===== src/rtl/sinfonia_pkg.sv =====
// Shared definitions for the note decoder.
//   - CODE_W     : width of the note code bus
//   - estado_e   : tone FSM states, encoded as seen on db_estado
//   - F_*        : note frequencies in Hz (Dó..Si)
//   - half_periodo: clock cycles per half period of a note
package sinfonia_pkg;

  localparam int CODE_W = 3;

  typedef enum logic [1:0] {
    SILENCIO = 2'b00,
    TOCANDO  = 2'b01,
    MUDO     = 2'b10
  } estado_e;

  localparam int F_DO  = 262;
  localparam int F_RE  = 294;
  localparam int F_MI  = 330;
  localparam int F_FA  = 349;
  localparam int F_SOL = 392;
  localparam int F_LA  = 440;
  localparam int F_SI  = 494;

  // Integer division, evaluated at elaboration time.
  function automatic int half_periodo(input int clk_freq, input int freq);
    return clk_freq / (2 * freq);
  endfunction

endpackage


===== src/rtl/decodificador_nota_arduino_if.sv =====
// Note bus between the game logic (master) and the note decoder (slave).
//   codigo      : 3-bit note code, asynchronous to the decoder clock
//   enable      : 1 lets the buzzer sound, 0 mutes it
//   buzzer      : square wave at the accepted note frequency
//   nota_ativa  : accepted code is nonzero
//   nota        : one-hot accepted note, bit k-1 for code k
//   nota_valida : one-cycle pulse when a new code is accepted
//   db_estado   : tone FSM state, for debug
interface decodificador_nota_arduino_if;
  import sinfonia_pkg::*;

  logic [CODE_W-1:0] codigo;
  logic              enable;
  logic              buzzer;
  logic              nota_ativa;
  logic [6:0]        nota;
  logic              nota_valida;
  logic [1:0]        db_estado;

  modport master (
    output codigo, enable,
    input  buzzer, nota_ativa, nota, nota_valida, db_estado
  );

  modport slave (
    input  codigo, enable,
    output buzzer, nota_ativa, nota, nota_valida, db_estado
  );

endinterface


===== src/rtl/filtro_codigo.sv =====
// Two-flop synchronizer plus stability filter for the note code.
//   clk_i, rst_i  : clock and synchronous active-high reset
//   codigo_i      : raw asynchronous note code
//   aceito_o      : last accepted code (registered)
//   nota_valida_o : registered one-cycle pulse, aligned with aceito_o update
//   aceitar_o     : combinational accept strobe for the cycle before the update
//   candidato_o   : code that is being accepted when aceitar_o is high
module filtro_codigo
  import sinfonia_pkg::*;
#(
  parameter int STABLE_CYCLES = 1000
) (
  input  logic              clk_i,
  input  logic              rst_i,
  input  logic [CODE_W-1:0] codigo_i,
  output logic [CODE_W-1:0] aceito_o,
  output logic              nota_valida_o,
  output logic              aceitar_o,
  output logic [CODE_W-1:0] candidato_o
);

  localparam int CNT_W = (STABLE_CYCLES > 1) ? $clog2(STABLE_CYCLES) : 1;
  localparam logic [CNT_W-1:0] CNT_MAX = CNT_W'(STABLE_CYCLES - 1);

  logic [CODE_W-1:0] s1_q, s1_d;
  logic [CODE_W-1:0] s2_q, s2_d;
  logic [CODE_W-1:0] cand_q, cand_d;
  logic [CNT_W-1:0]  cnt_q, cnt_d;
  logic [CODE_W-1:0] aceito_q, aceito_d;
  logic              valida_q, valida_d;
  logic              aceitar;

  always_comb begin
    s1_d     = codigo_i;
    s2_d     = s1_q;
    cand_d   = cand_q;
    cnt_d    = cnt_q;
    aceito_d = aceito_q;
    // Acceptance looks at the current candidate/counter, independent of
    // what s2 does in the same cycle.
    aceitar  = (cnt_q == CNT_MAX) && (cand_q != aceito_q);
    valida_d = aceitar;

    if (s2_q != cand_q) begin
      cand_d = s2_q;
      cnt_d  = '0;
    end else if (cnt_q != CNT_MAX) begin
      cnt_d = cnt_q + CNT_W'(1);
    end

    if (aceitar) begin
      aceito_d = cand_q;
    end
  end

  always_ff @(posedge clk_i) begin
    if (rst_i) begin
      s1_q     <= '0;
      s2_q     <= '0;
      cand_q   <= '0;
      cnt_q    <= '0;
      aceito_q <= '0;
      valida_q <= 1'b0;
    end else begin
      s1_q     <= s1_d;
      s2_q     <= s2_d;
      cand_q   <= cand_d;
      cnt_q    <= cnt_d;
      aceito_q <= aceito_d;
      valida_q <= valida_d;
    end
  end

  assign aceito_o      = aceito_q;
  assign nota_valida_o = valida_q;
  assign aceitar_o     = aceitar;
  assign candidato_o   = cand_q;

endmodule


===== src/rtl/decodificador_nota_arduino.sv =====
// Receiving end of the 3-bit note bus: filters the code, decodes it into
// one-hot note LEDs and generates the buzzer square wave locally.
//   clock : system clock, rising edge
//   reset : synchronous active-high reset
//   bus   : note bus (slave side) carrying codigo/enable in and
//           buzzer/nota_ativa/nota/nota_valida/db_estado out
module decodificador_nota_arduino
  import sinfonia_pkg::*;
#(
  parameter int CLK_FREQ      = 50_000_000,
  parameter int STABLE_CYCLES = 1000
) (
  input  logic                          clock,
  input  logic                          reset,
  decodificador_nota_arduino_if.slave   bus
);

  localparam int HALF_DO  = half_periodo(CLK_FREQ, F_DO);
  localparam int HALF_RE  = half_periodo(CLK_FREQ, F_RE);
  localparam int HALF_MI  = half_periodo(CLK_FREQ, F_MI);
  localparam int HALF_FA  = half_periodo(CLK_FREQ, F_FA);
  localparam int HALF_SOL = half_periodo(CLK_FREQ, F_SOL);
  localparam int HALF_LA  = half_periodo(CLK_FREQ, F_LA);
  localparam int HALF_SI  = half_periodo(CLK_FREQ, F_SI);

  // Dó is the lowest note, so it has the largest half period; the counter
  // only ever holds values up to HALF-1.
  localparam int TW = (HALF_DO > 1) ? $clog2(HALF_DO) : 1;

  logic [CODE_W-1:0] aceito;
  logic [CODE_W-1:0] candidato;
  logic              aceitar;
  logic              nota_valida;

  filtro_codigo #(
    .STABLE_CYCLES (STABLE_CYCLES)
  ) u_filtro (
    .clk_i         (clock),
    .rst_i         (reset),
    .codigo_i      (bus.codigo),
    .aceito_o      (aceito),
    .nota_valida_o (nota_valida),
    .aceitar_o     (aceitar),
    .candidato_o   (candidato)
  );

  // Terminal count (HALF-1) for the currently accepted note.
  logic [TW-1:0] half_m1;
  always_comb begin
    half_m1 = '0;
    case (aceito)
      3'd1:    half_m1 = TW'(HALF_DO  - 1);
      3'd2:    half_m1 = TW'(HALF_RE  - 1);
      3'd3:    half_m1 = TW'(HALF_MI  - 1);
      3'd4:    half_m1 = TW'(HALF_FA  - 1);
      3'd5:    half_m1 = TW'(HALF_SOL - 1);
      3'd6:    half_m1 = TW'(HALF_LA  - 1);
      3'd7:    half_m1 = TW'(HALF_SI  - 1);
      default: half_m1 = '0;
    endcase
  end

  estado_e       estado_q, estado_d;
  logic [TW-1:0] tom_q, tom_d;
  logic          buzzer_q, buzzer_d;

  always_comb begin
    estado_d = estado_q;
    tom_d    = tom_q;
    buzzer_d = buzzer_q;

    if (aceitar) begin
      // Accept decides the target first; a low enable then turns a
      // playing target into MUDO. Any accept restarts the tone phase.
      tom_d    = '0;
      buzzer_d = 1'b0;
      if (candidato == '0) begin
        estado_d = SILENCIO;
      end else if (bus.enable) begin
        estado_d = TOCANDO;
      end else begin
        estado_d = MUDO;
      end
    end else begin
      case (estado_q)
        SILENCIO: begin
          tom_d    = '0;
          buzzer_d = 1'b0;
        end
        TOCANDO: begin
          if (!bus.enable) begin
            estado_d = MUDO;
            tom_d    = '0;
            buzzer_d = 1'b0;
          end else if (tom_q == half_m1) begin
            tom_d    = '0;
            buzzer_d = ~buzzer_q;
          end else begin
            tom_d = tom_q + TW'(1);
          end
        end
        MUDO: begin
          tom_d    = '0;
          buzzer_d = 1'b0;
          if (bus.enable) begin
            estado_d = TOCANDO;
          end
        end
        default: begin
          estado_d = SILENCIO;
          tom_d    = '0;
          buzzer_d = 1'b0;
        end
      endcase
    end
  end

  always_ff @(posedge clock) begin
    if (reset) begin
      estado_q <= SILENCIO;
      tom_q    <= '0;
      buzzer_q <= 1'b0;
    end else begin
      estado_q <= estado_d;
      tom_q    <= tom_d;
      buzzer_q <= buzzer_d;
    end
  end

  // One-hot decode: shift a 1 by the code and drop bit 0 (silence).
  logic [7:0] onehot;
  assign onehot = 8'(1) << aceito;

  assign bus.nota        = onehot[7:1];
  assign bus.nota_ativa  = |aceito;
  assign bus.nota_valida = nota_valida;
  assign bus.buzzer      = buzzer_q;
  assign bus.db_estado   = estado_q;

endmodule


===== src/flat_wrapper.sv =====
// flat-port wrapper written by rule: the top's interface ports become plain ports
module decodificador_nota_arduino_flat import sinfonia_pkg::*;
#(
  parameter int CLK_FREQ      = 50_000_000,
  parameter int STABLE_CYCLES = 1000
)
  (clock, reset, bus_codigo, bus_enable, bus_buzzer, bus_nota_ativa, bus_nota, bus_nota_valida, bus_db_estado);
  decodificador_nota_arduino_if bus_i ();
  input  logic clock;
  input  logic reset;
  input wire logic [$bits(bus_i.codigo)-1:0] bus_codigo;
  input wire logic [$bits(bus_i.enable)-1:0] bus_enable;
  output wire logic [$bits(bus_i.buzzer)-1:0] bus_buzzer;
  output wire logic [$bits(bus_i.nota_ativa)-1:0] bus_nota_ativa;
  output wire logic [$bits(bus_i.nota)-1:0] bus_nota;
  output wire logic [$bits(bus_i.nota_valida)-1:0] bus_nota_valida;
  output wire logic [$bits(bus_i.db_estado)-1:0] bus_db_estado;
  assign bus_i.codigo = bus_codigo;
  assign bus_i.enable = bus_enable;
  assign bus_buzzer = bus_i.buzzer;
  assign bus_nota_ativa = bus_i.nota_ativa;
  assign bus_nota = bus_i.nota;
  assign bus_nota_valida = bus_i.nota_valida;
  assign bus_db_estado = bus_i.db_estado;
  decodificador_nota_arduino #(.CLK_FREQ(CLK_FREQ), .STABLE_CYCLES(STABLE_CYCLES)) u_core (.clock(clock), .reset(reset), .bus(bus_i));
endmodule

===== config.mk =====
export PLATFORM = sky130hd
export DESIGN_NAME = decodificador_nota_arduino_flat
export DESIGN_NICKNAME = d
export VERILOG_FILES = /design/src/rtl/sinfonia_pkg.sv /design/src/rtl/decodificador_nota_arduino_if.sv /design/src/rtl/filtro_codigo.sv /design/src/rtl/decodificador_nota_arduino.sv /design/src/flat_wrapper.sv
export SDC_FILE = /design/constraint.sdc
export NUM_CORES = 1
export LEC_CHECK = 0
export ABC_AREA = 1
export ABC_CLOCK_PERIOD_IN_PS = 1600
export CAP_MARGIN = 20
export CORE_ASPECT_RATIO = 1.5
export CORE_MARGIN = 1
export CORE_UTILIZATION = 50
export DETAILED_ROUTE_END_ITERATION = 6
export PLACE_DENSITY = 0.82
export RECOVER_POWER = 100
export SLEW_MARGIN = 5
export SYNTH_ARGS = -nofsm -noshare
export SYNTH_HDL_FRONTEND = slang
export SYNTH_SLANG_ARGS = --single-unit
export TNS_END_PERCENT = 100

===== constraint.sdc =====
create_clock -name clock -period 1.6 [get_ports clock]
set_input_delay 0.48 -clock clock [delete_from_list [all_inputs] [get_ports clock]]
set_output_delay 0.48 -clock clock [all_outputs]
set_load 0.03 [all_outputs]

# Yosys cells after proc, flatten, opt, wreduce, memory -nomap -nowiden
# Index checks and enable logic that the tools add are counted.
dict set report word_totals {
  ff_bits 43
  out_inout_bits 12
  wordCells 47
}
dict set report op_classes {
  n_addsub 2
  n_eq_ne 17
  n_shift 1
  muxes 7
  bitwise_logic 3
  reduce_logical 8
}
# op n
set op_table {}
lappend op_table {{one-hot mux 17 bit (7 select lines)} 1}
lappend op_table {{adder 17 x 1 -> 17 bit, second input constant} 1}
lappend op_table {{equality test 17 bit} 1}
lappend op_table {{equality test 3 bit, second input constant} 4}
lappend op_table {{adder 10 x 1 -> 10 bit, second input constant} 1}
lappend op_table {{equality test 10 bit, second input constant} 1}
lappend op_table {{2-to-1 mux 2 bit} 5}
lappend op_table {{inequality test 10 bit, second input constant} 1}
lappend op_table {{left shift 1 x 3 -> 8 bit, first input constant} 1}
lappend op_table {{equality test 3 x 2 -> 1 bit, second input constant} 2}
lappend op_table {{inequality test 3 x 2 -> 1 bit, second input constant} 2}
lappend op_table {{inequality test 3 bit} 2}
lappend op_table {{one-hot mux 2 bit (3 select lines)} 1}
lappend op_table {{OR reduction 5 bit} 1}
lappend op_table {{OR reduction 4 bit} 1}
lappend op_table {{equality test 3 x 1 -> 1 bit, second input constant} 1}
lappend op_table {{logical NOT 3 bit} 1}
lappend op_table {{inverter 1 bit} 3}
lappend op_table {{AND reduction 3 bit} 1}
lappend op_table {{OR reduction 3 bit} 1}
lappend op_table {{equality test 2 x 1 -> 1 bit, second input constant} 1}
lappend op_table {{equality test 2 bit, second input constant} 1}
lappend op_table {{logical NOT 2 bit} 1}
lappend op_table {{inequality test 2 x 1 -> 1 bit, second input constant} 1}
lappend op_table {{other kinds (2)} 2}

# Logic depth before layout (Yosys ltp)
dict set report logic_depth {
  ltp_word 4
  ltp_mapped 13
}

# By module
# From an unflattened synthesis, not the netlist that was laid out.
dict set report unflattened {
  cells_unflattened 372
  area_unflattened_um2 2461.1
}
# mod instances cells_each area_per_inst_um2
set by_module_without_submodules {}
lappend by_module_without_submodules {decodificador_nota_arduino 1 235 1432.6}
lappend by_module_without_submodules {filtro_codigo 1 137 1028.5}

# Least setup slack after synthesis
# Ideal clock, no wire load.
dict set report synth_path {
  path_type {register -> register}
  start {register u_core.u_filtro.cnt_q[0]}
  end {register u_core.tom_q[10]}
  setup_ns 0.120
  arrival_ns 1.534
  required_time_ns 1.480
  setup_slack_ns -0.054
  stages_incl_launch_ff 10
  path_buffers 1
  period_less_slack_ns 1.654
  path_cell_list {dfxtp_1 > ha_1 > nand2_1 > nor4_4 > nand2_4 > nand2_4 > nor2_4 > nand2_4 > buf_12 > nor2_4}
}
dict set report synth_via {
  elab_chain_len 3
}
# item line_no
set synth_rtl {}
lappend synth_rtl {{start: declaration} filtro_codigo.sv:28} ;# logic [CNT_W-1:0] cnt_q, cnt_d;
lappend synth_rtl {{start signal: assignment} filtro_codigo.sv:68} ;# cnt_q <= cnt_d;
lappend synth_rtl {{equality test 10 bit} filtro_codigo.sv:41} ;# aceitar = (cnt_q == CNT_MAX) && (cand_q != aceito_q);
lappend synth_rtl {{logical AND 1 bit} filtro_codigo.sv:41}
lappend synth_rtl {{OR reduction 5 bit (no source line)} n/a}
lappend synth_rtl {{end signal: assignment} decodificador_nota_arduino.sv:125} ;# tom_q <= tom_d;
lappend synth_rtl {{end: declaration} decodificador_nota_arduino.sv:64} ;# logic [TW-1:0] tom_q, tom_d;
# No other way between the ends.
# A chain may end at the register's enable or synchronous reset.

# Worst setup path after layout
dict set report layout_path {
  start {register u_core.u_filtro.aceito_q[1] (netlist: u_core.u_filtro.aceito_o[1])}
  end {register u_core.tom_q[3]}
}
dict set report layout_via {
  elab_chain_len 4
  word_cells_on_any_way 12
}
# item line_no
set layout_rtl {}
lappend layout_rtl {{start: declaration} filtro_codigo.sv:29} ;# logic [CODE_W-1:0] aceito_q, aceito_d;
lappend layout_rtl {{start signal: assignment} filtro_codigo.sv:69} ;# aceito_q <= aceito_d;
lappend layout_rtl {{equality test 3 bit, or another cell as far along} decodificador_nota_arduino.sv:51} ;# case (aceito)
lappend layout_rtl {{one-hot mux 17 bit (7 select lines)} decodificador_nota_arduino.sv:51}
lappend layout_rtl {{equality test 17 bit} decodificador_nota_arduino.sv:95} ;# end else if (tom_q == half_m1) begin
lappend layout_rtl {{OR reduction 5 bit (no source line) (*)} n/a}
# Mark *: on every way between the ends. The rest lies on a longest branch, timed or not.

==> flow_summary.yaml <==
routing:
  vias_per_cell: 5.42
  route.detailed.drc: 0
  drtIter0Drc: 233
  wire_per_inst_um: 14.9
  ant_nets: 0
  routed_wl_mm: 7.22
  drt_pass1_iterations: 6
  route.vias.total: 2617
cells_and_area:
  drive_above_1_share: 0.339
  diodes: 0
  area_growth_pct: 45.0
  utilization: 0.761
  final_cells: 483
  fin_nets: 426
synthesis:
  ys_seq_elements: 43
  seq_area_frac_synth: 0.358
  netlist_area_um2: 2400
  avgSynthCellArea_um2: 6.97
  synth_nets: 353
  ys_types: 31
  yosys_warnings: 0
  synthCells: 345
worst_setup_path:
  criticalPathCategory: "flip-flop to flip-flop"
  arrival_ps: 2120
  r2r-end: "u_core.tom_q[3]"
  cpMostUsedCell: "nand2_4"
  cpPeakStageDelay_ps: 390
  slowest_stage: "dfxtp_4"
  reg2reg_depth: 13
  cp_data_required_time_ps: 1790
  crit_chain: "buf_6 > inv_8 > nand2_4 > buf_12 > nand2_4 > nand2_4 > nand2_2 > nor2_2 > nand2_2 > nor2_4 > nand3_4 > nand2_8 > nor2_2"
  critical_path.startpoint_type: "flip-flop"
  endpoint_kind: "flip-flop"
  critPathMaxFanout: 8
  rr_startpoint: "u_core.u_filtro.aceito_o[1]"
  r2r_slack_ps: -320
floorplan:
  die_area_um2: 5090
  initial_core_util: 0.525
  fp-row-count: 30
  dieHeight_um: 86.9
  core-area_um2: 4580
  num_io_pins: 18
  die-width_um: 58.6
global_routing:
  grt_pass1_wl_mm: 10.5
  antenna_found_initial: 0
  grt_max_degree: 14
  grt_pass1_vias: 2512
  grt.total_usage: 0.276
  grt_overflow: 0
sta:
  setup_viol: 26
  min_period_over_period: 1.20
  layout_min_cycle_time_ps: 1920
  rsz0062_at_grt: "yes"
  fin_ws_ps: -325
  worst_pin_slew_ps: 478
  max_freq_ghz: 0.520
  hold_viol: 0
  skew_ps: 7.40
  slew_violations: 0
  max_slew_margin: 0.678
pwr:
  combPwrFrac: 0.042
  p_sw_frac: 0.228
  switchingPower_mw: 0.446
  ir_worst_vdd_v: 0.000573
  seq_power_share: 0.556
  power_density_nw_per_um2: 562
  internal_power_mw: 1.51
  p_leak_nw: 1.56
  p_clk_frac: 0.401
clock_network:
  numCtsBuffers: 5
  clkSinkCount: 43
  cts_max_path_buffers: 2
  cts_root_buffer: "clkbuf_8"
  cts_hold_buf: 0
  htree_num_levels: 2
  clk_latency_ps: 300
  path_clk_slew_ps: 80
  cts_tree: "yes"
flow_run:
  drv_cap: 0
min_path:
  hold_end: "u_core.u_filtro.s2_q[2]"
  holdPathStages: 2
  hold_start: "u_core.u_filtro.s1_q[2]"
  holdCritPathClass: "flip-flop to flip-flop"
placed_design:
  port_buffers: 17
  gp_congestion: 0.879
  hpwl_mm: 4.09
  dp_cells: 461
status:
  violations: "setup timing"
  status: "finished with violations"
[cell usage in the layout (no fill, tap or decap), drive strengths merged]
master	Yosys	layout
o21ai	6	6
buf	4	59
inv	51	51
nor3	6	6
dfxtp	43	43
nand2	91	93
or2	1	1
clkdlybuf4s15	0	1
a211oi	1	1
o22ai	4	4
clkinvlp	0	1
dlygate4sd3	0	1
clkbuf	1	8
a21oi	7	7
nor4	3	3
nand3	34	34
clkdlybuf4s50	0	4
dlygate4sd2	0	3
nand4	6	6
nand3b	4	4
a31oi	1	1
ha	2	2
nor3b	1	1
xnor2	3	3
xor2	16	16
nor2	60	60
[cell families (layout without fill, tap and decap cells)]
logic type                 count (synthesis)  after routing  synth area share
xor gates and xnor gates                  19             19            0.0692
AOI/OAI and AO/OA                         19             19            0.0432
buffers and inverters                     56            128             0.105
adders and majority gates                  2              2            0.0104
and+or+nand+nor                          206            208             0.414
DFF                                       43             43             0.358
[flip-flops by register name, summed over array words and instances (netlist names)]
register	cells
u_core.u_filtro.candidato_o	3
u_core.bus.buzzer	1
u_core.u_filtro.aceito_o	3
u_core.u_filtro.cnt_q	10
u_core.u_filtro.s2_q	3
u_core.bus.db_estado	2
u_core.u_filtro.s1_q	3
u_core.u_filtro.nota_valida_o	1
u_core.tom_q	17
[how the worst max path moves through the flow]
stage,slack (ps),startpoint,to
floorplan,30,u_core.u_filtro.cnt_q[5],u_core.tom_q[10]
global placement,-210,reset,u_core.u_filtro.cnt_q[7]
detailed placement,-270,reset,u_core.u_filtro.cnt_q[4]
CTS,-150,u_core.u_filtro.aceito_o[1],bus_nota[3]
global route,-410,u_core.u_filtro.aceito_o[1],u_core.bus.buzzer
finish,-320,u_core.u_filtro.aceito_o[1],u_core.tom_q[3]
[metal layers]
layer / track usage / part of all wire / vias to the layer above
met5: 0 / 0 / -
met4: 0.214 / 0.061 / 0
met3: 0.0579 / 0.054 / 48
met2: 0.511 / 0.54 / 131
met1: 0.253 / 0.35 / 1204
li1: - / - / 1234
[through the flow]
step	setup TNS, ps	hold WS, ps	setup WS [ps]	power, mW	cell area (um2)
global route	-8240	448	-414	2.04	3480
global placement	-4050	391	-214	1.19	2880
floorplan	0	388	33.1	1.16	2400
finish	-6450	414	-325	1.96	3480
detailed placement	-4930	402	-273	1.19	2880
CTS	-2440	415	-146	1.95	3310
[cell usage after synthesis]
library cell,instances,area share
a211oi_1,1,0.0031
a21oi_1,7,0.015
a31oi_1,1,0.0026
buf_12,1,0.0083
buf_6,3,0.014
clkbuf_1,1,0.0016
dfxtp_1,43,0.36
ha_1,2,0.010
inv_1,48,0.075
inv_2,2,0.0031
inv_4,1,0.0026
nand2_1,81,0.13
nand2_2,4,0.010
nand2_4,6,0.028
nand3_1,33,0.069
nand3_2,1,0.0042
nand3b_1,4,0.012
nand4_1,6,0.016
nor2_1,47,0.073
nor2_2,11,0.029
nor2_4,2,0.0094
nor3_1,5,0.010
nor3_4,1,0.0068
nor3b_1,1,0.0031
nor4_1,2,0.0052
nor4_4,1,0.0088
o21ai_0,6,0.012
o22ai_1,4,0.010
or2_2,1,0.0026
xnor2_1,3,0.011
xor2_1,16,0.058
[power by group through the flow]
stage	registers, mW	logic [mW]	clock network (mW)
2_1_floorplan	1.12	0.0400	0
3_3_place_gp	1.12	0.0736	0
3_5_place_dp	1.12	0.0749	0
4_1_cts	1.09	0.0776	0.786
5_1_grt	1.09	0.0932	0.858
6_report	1.09	0.0825	0.786
[worst max-delay path, delay by kind of cell, from the launching register on]
kind / cells / cell delay [ps]
AND/OR/NAND/NOR: 10 / 1130
buffers and inverters: 3 / 280
flip-flops: 1 / 390
[cell type report]
class	count	area, um2
multi-input combinational	248	1550
fill	314	1090
sequential	43	877
timing repair buffer	69	661
inverter	51	209
clock buffer	7	96.3
tap	64	80.1
clock inverter	1	7.51
[what timing repair did]
item | 4_1_cts | 5_1_grt
gates cloned | 2 | 0
endpoints found under the setup margin | 32 | 36
setup buffers | 11 | 3
resized for setup | 58 | 46
pin swaps | 13 | 22
No activity file was read; power rests on OpenSTA's default activity.
